===== config.mk =====
export PLATFORM = sky130hd
export DESIGN_NAME = sat_counter
export DESIGN_NICKNAME = d
export VERILOG_FILES = /design/src/rtl/flopr_chk_pkg.sv /design/src/rtl/sat_counter.sv
export SDC_FILE = /design/constraint.sdc
export NUM_CORES = 1
export LEC_CHECK = 0
export ABC_AREA = 1
export CAP_MARGIN = 15
export CELL_PAD_IN_SITES_DETAIL_PLACEMENT = 1
export CELL_PAD_IN_SITES_GLOBAL_PLACEMENT = 2
export CORE_UTILIZATION = 22
export CTS_BUF_LIST = sky130_fd_sc_hd__clkbuf_2 sky130_fd_sc_hd__clkbuf_4 sky130_fd_sc_hd__clkbuf_8
export CTS_CLUSTER_SIZE = 40
export DETAILED_ROUTE_END_ITERATION = 6
export PLACE_DENSITY_LB_ADDON = 0.1
export SYNTH_ARGS = -nofsm -noshare
export SYNTH_HDL_FRONTEND = slang
export SYNTH_SLANG_ARGS = --single-unit
export TNS_END_PERCENT = 10

===== constraint.sdc =====
create_clock -name clk -period 1.2 [get_ports clk]
set_input_delay 0.24 -clock clk [delete_from_list [all_inputs] [get_ports clk]]
set_output_delay 0.24 -clock clk [all_outputs]
set_load 0.01 [all_outputs]

===== src/rtl/flopr_chk_pkg.sv =====
// Shared types, golden response table and expected-value helper for the flopr response checker.
// Combinational only; no latency, no backpressure.
package flopr_chk_pkg;

    typedef enum logic [1:0] {
        IDLE = 2'd0,
        RUN  = 2'd1,
        DONE = 2'd2
    } state_t;

    localparam int CNT_W   = 8;
    localparam int EXP_W   = 64;
    localparam int NUM_EXP = 10;
    localparam int EXP_IW  = 4;

    localparam logic [EXP_W-1:0] EXP_VEC [NUM_EXP] = '{
        64'hAAAA_AAAA_AAAA_AAAA,
        64'hAAAA_AAAA_AAAA_AAAB,
        64'hAAAA_AAAA_AAAA_AAAC,
        64'hAAAA_AAAA_AAAA_AAAD,
        64'hAAAA_AAAA_AAAA_AAAE,
        64'hAAAA_AAAA_AAAA_AAAF,
        64'hAAAA_AAAA_AAAA_AAA1,
        64'hAAAA_AAAA_AAAA_AAA2,
        64'hAAAA_AAAA_AAAA_AAA3,
        64'hAAAA_AAAA_AAAA_AAA4
    };

    // Slot k sees the register one cycle late, hence the k-1 lookup once out of reset.
    function automatic logic [EXP_W-1:0] exp_at(input int k, input int hold);
        if (k < hold || k < 1 || k > NUM_EXP) begin
            return '0;
        end
        return EXP_VEC[EXP_IW'(k - 1)];
    endfunction

endpackage


===== src/rtl/sat_counter.sv =====
// Error counter: synchronous clear, increment that sticks at all-ones.
// Count updates one cycle after inc/clr; never stalls.
module sat_counter
    import flopr_chk_pkg::*;
#(
    parameter int W = CNT_W
) (
    input  logic         clk,
    input  logic         reset,
    input  logic         clr,
    input  logic         inc,
    output logic [W-1:0] cnt
);

    logic [W-1:0] cnt_q;
    logic [W-1:0] cnt_d;

    always_comb begin
        cnt_d = cnt_q;
        if (clr) begin
            cnt_d = '0;
        end else if (inc && (cnt_q != '1)) begin
            cnt_d = cnt_q + W'(1);
        end
    end

    always_ff @(posedge clk) begin
        if (reset) begin
            cnt_q <= '0;
        end else begin
            cnt_q <= cnt_d;
        end
    end

    assign cnt = cnt_q;

endmodule


==> impl_metrics.tcl <==
set metrics [dict create \
    routed-wl-met3_um 65 \
    avgSynthCellArea_um2 6.307 \
    combPwrFrac 0.128 \
    cts_buffer_depth 2 \
    chipHeight_um 47.75 \
    tritoncts "done" \
    met2_length_um 636 \
    m1WireLength_um 615 \
    clock_tree.root_cell "clkbuf_4" \
    path_class "flop to flop" \
    largest_register_ffs 8 \
    postRouteAntennaNets 0 \
    clock_power_share 0.400 \
    preCtsSetupSlack_ns -0.09902 \
    layout-drive-gt1-share 0.3000 \
    clk_latency_ns 0.27 \
    via_per_inst 4.252 \
    final_cell_mix "nand2_1, nor2_1, buf_4" \
    die_area_mm2 0.002280 \
    r2r_end "cnt[1]" \
    io_buffers 11 \
    place_area_um2 698.2 \
    drc_errors 0 \
    start_util 0.2347 \
    netlist_instances 73 \
    fin_tns_setup_ns 0 \
    final_common_cell "nand2_1" \
    ys_types 14 \
    finalCritPeriodShare 0.9638 \
    final_area_um2 744.5 \
    routed_wl_mm 1.330 \
    yosys_warnings 0 \
    synth_seq_cells 8 \
    diodes 0 \
    cts.sinks 8 \
    power_density_mw_per_mm2 784.4 \
    drv_slew 0 \
    dr.pass1.iters 2 \
    cp.required_ns 1.35 \
    rr_startpoint "cnt[0]" \
    grt_first_pass_wirelength_mm 2.021 \
    syn_to_final_growth_pct 61.68 \
    die_x_um 47.75 \
    rr_worst_depth 6 \
    utilization 0.3795 \
    critPathCapture "cnt[1]" \
    hold_depth 2 \
    synth_area_um2 460.4 \
    p_leak_nw 0.3424 \
    io_pins 12 \
    grt_max_degree 11 \
    crit_path_end_kind "flop" \
    dp_hpwl_um 982.2 \
    antenna_found_initial 0 \
    finalNonFillerCells 127 \
    worst_pin_slew_ns 0.1795 \
    fmax_mhz 864.7 \
    max-slew-margin-rel 0.8800 \
    r2r_slack_ns 0.04 \
    cp_max_fo 5 \
    seqPwrFrac 0.472 \
    status "finished clean" \
    globalplace.congestion 0.7391 \
    finalSetupViolCount 0 \
    hold_violations 0 \
    synth_nets 78 \
    wl_per_cell_um 10.47 \
    grt.total_usage 0.1338 \
    top_layer "met4" \
    hold_class "flop to flop" \
    period_minus_slack_ns 1.157 \
    cts_buffers 3 \
    place_inst 123 \
    path_clk_slew_ns 0.07 \
    seq_area_frac_synth 0.3478 \
    cp-startpoint "cnt[0]" \
    maxCapViolations 0 \
    fin_skew_ns 0.006576 \
    drtIter0Drc 5 \
    grt_pass1_vias 435 \
    p_int_uw 426.1 \
    switchingPower_uw 157.9 \
    rows 16 \
    vdd_drop_max_v 0.0005305 \
    core_mm2 0.001962 \
    rsz0062_at_grt "true" \
    crit_path_start_kind "flop" \
    p_sw_frac 0.2703 \
    grt-ovfl-total 0 \
    postCtsSetupBuffers 0 \
    crit_arrival_ns 1.31 \
    nets 107 \
    num_vias 540 \
    htree_levels 1 \
    fin_ws_ns 0.04350 \
]
==> routing by layer <==
layer,up-vias,track usage
met3,2,0.06792
li1,288,-
met2,9,0.2189
met5,-,0
met1,241,0.1551
met4,0,0.03333
==> what timing repair did <==
| action | in CTS | in global routing |
|---|---|---|
| pin swaps | 0 | 1 |
| hold endpoints to repair | 0 | 0 |
| gates cloned | 0 | 1 |
| resized for setup | 10 | 8 |
| setup endpoints to repair | 11 | 9 |
| hold buffers | 0 | 0 |
==> Yosys cell counts <==
library cell / count / area, µm²
dfxtp_1: 8 / 160.2
ha_1: 1 / 12.51
o21ai_0: 2 / 10.01
nand2_1: 18 / 67.56
nand3_4: 1 / 17.52
nor2_4: 1 / 11.26
clkbuf_1: 1 / 3.750
nand4_1: 1 / 6.260
inv_1: 7 / 26.28
inv_2: 2 / 7.510
a21oi_1: 6 / 30.03
nand2_2: 1 / 6.260
nand3_1: 9 / 45.04
nor2_1: 15 / 56.30
==> stage by stage <==
stage	power, mW	hold slack (ns)
after floorplan	0.3146	0.4589
after global placement	0.3592	0.5360
after global routing	0.6130	0.5638
final	0.5840	0.5187
after CTS	0.5943	0.5642
after detailed placement	0.3595	0.5565
==> how the worst min path moves through the flow <==
stage	slack (ns)	endpoint	startpoint
3_5_place_dp	0.56	cnt[4]	cnt[4]
2_1_floorplan	0.46	cnt[5]	inc
5_1_grt	0.56	cnt[4]	cnt[4]
6_report	0.52	cnt[4]	cnt[4]
3_3_place_gp	0.54	cnt[4]	cnt[4]
4_1_cts	0.56	cnt[4]	cnt[4]
==> cells by family (layout without fill, tap and decap cells) <==
family,after synthesis,count (layout),share of synthesized area
AO/OA/AOI/OAI,8,8,0.08696
adder cells (fa/ha/maj),1,1,0.02717
buffers and inverters,10,36,0.08153
flip-flops,8,8,0.3478
AND/OR/NAND/NOR,46,47,0.4565
==> final cells by class <==
| class | instances | area, µm² |
|---|---|---|
| repair buffers | 24 | 198.9 |
| well taps | 27 | 33.78 |
| fillers | 273 | 1217 |
| multi-input cells | 56 | 290.3 |
| inverters | 9 | 33.78 |
| flip-flops and latches | 8 | 165.2 |
| clock buffers | 3 | 22.52 |
==> power groups by stage <==
stage	combinational, mW	sequential (mW)	clock [mW]
2_1_floorplan	0.0295	0.285	0
3_3_place_gp	0.0781	0.281	0
3_5_place_dp	0.0784	0.281	0
4_1_cts	0.0759	0.275	0.244
5_1_grt	0.0853	0.276	0.251
6_report	0.0747	0.276	0.234
==> critical path, cell delays in order (launching register included) <==
cell and delay, ns:
dfxtp_2 0.34, ha_2 0.19, nand2_2 0.07, inv_2 0.11, nand3_4 0.11, a21oi_1 0.15, nor2_1 0.06
(Power assumes the default switching activity.)
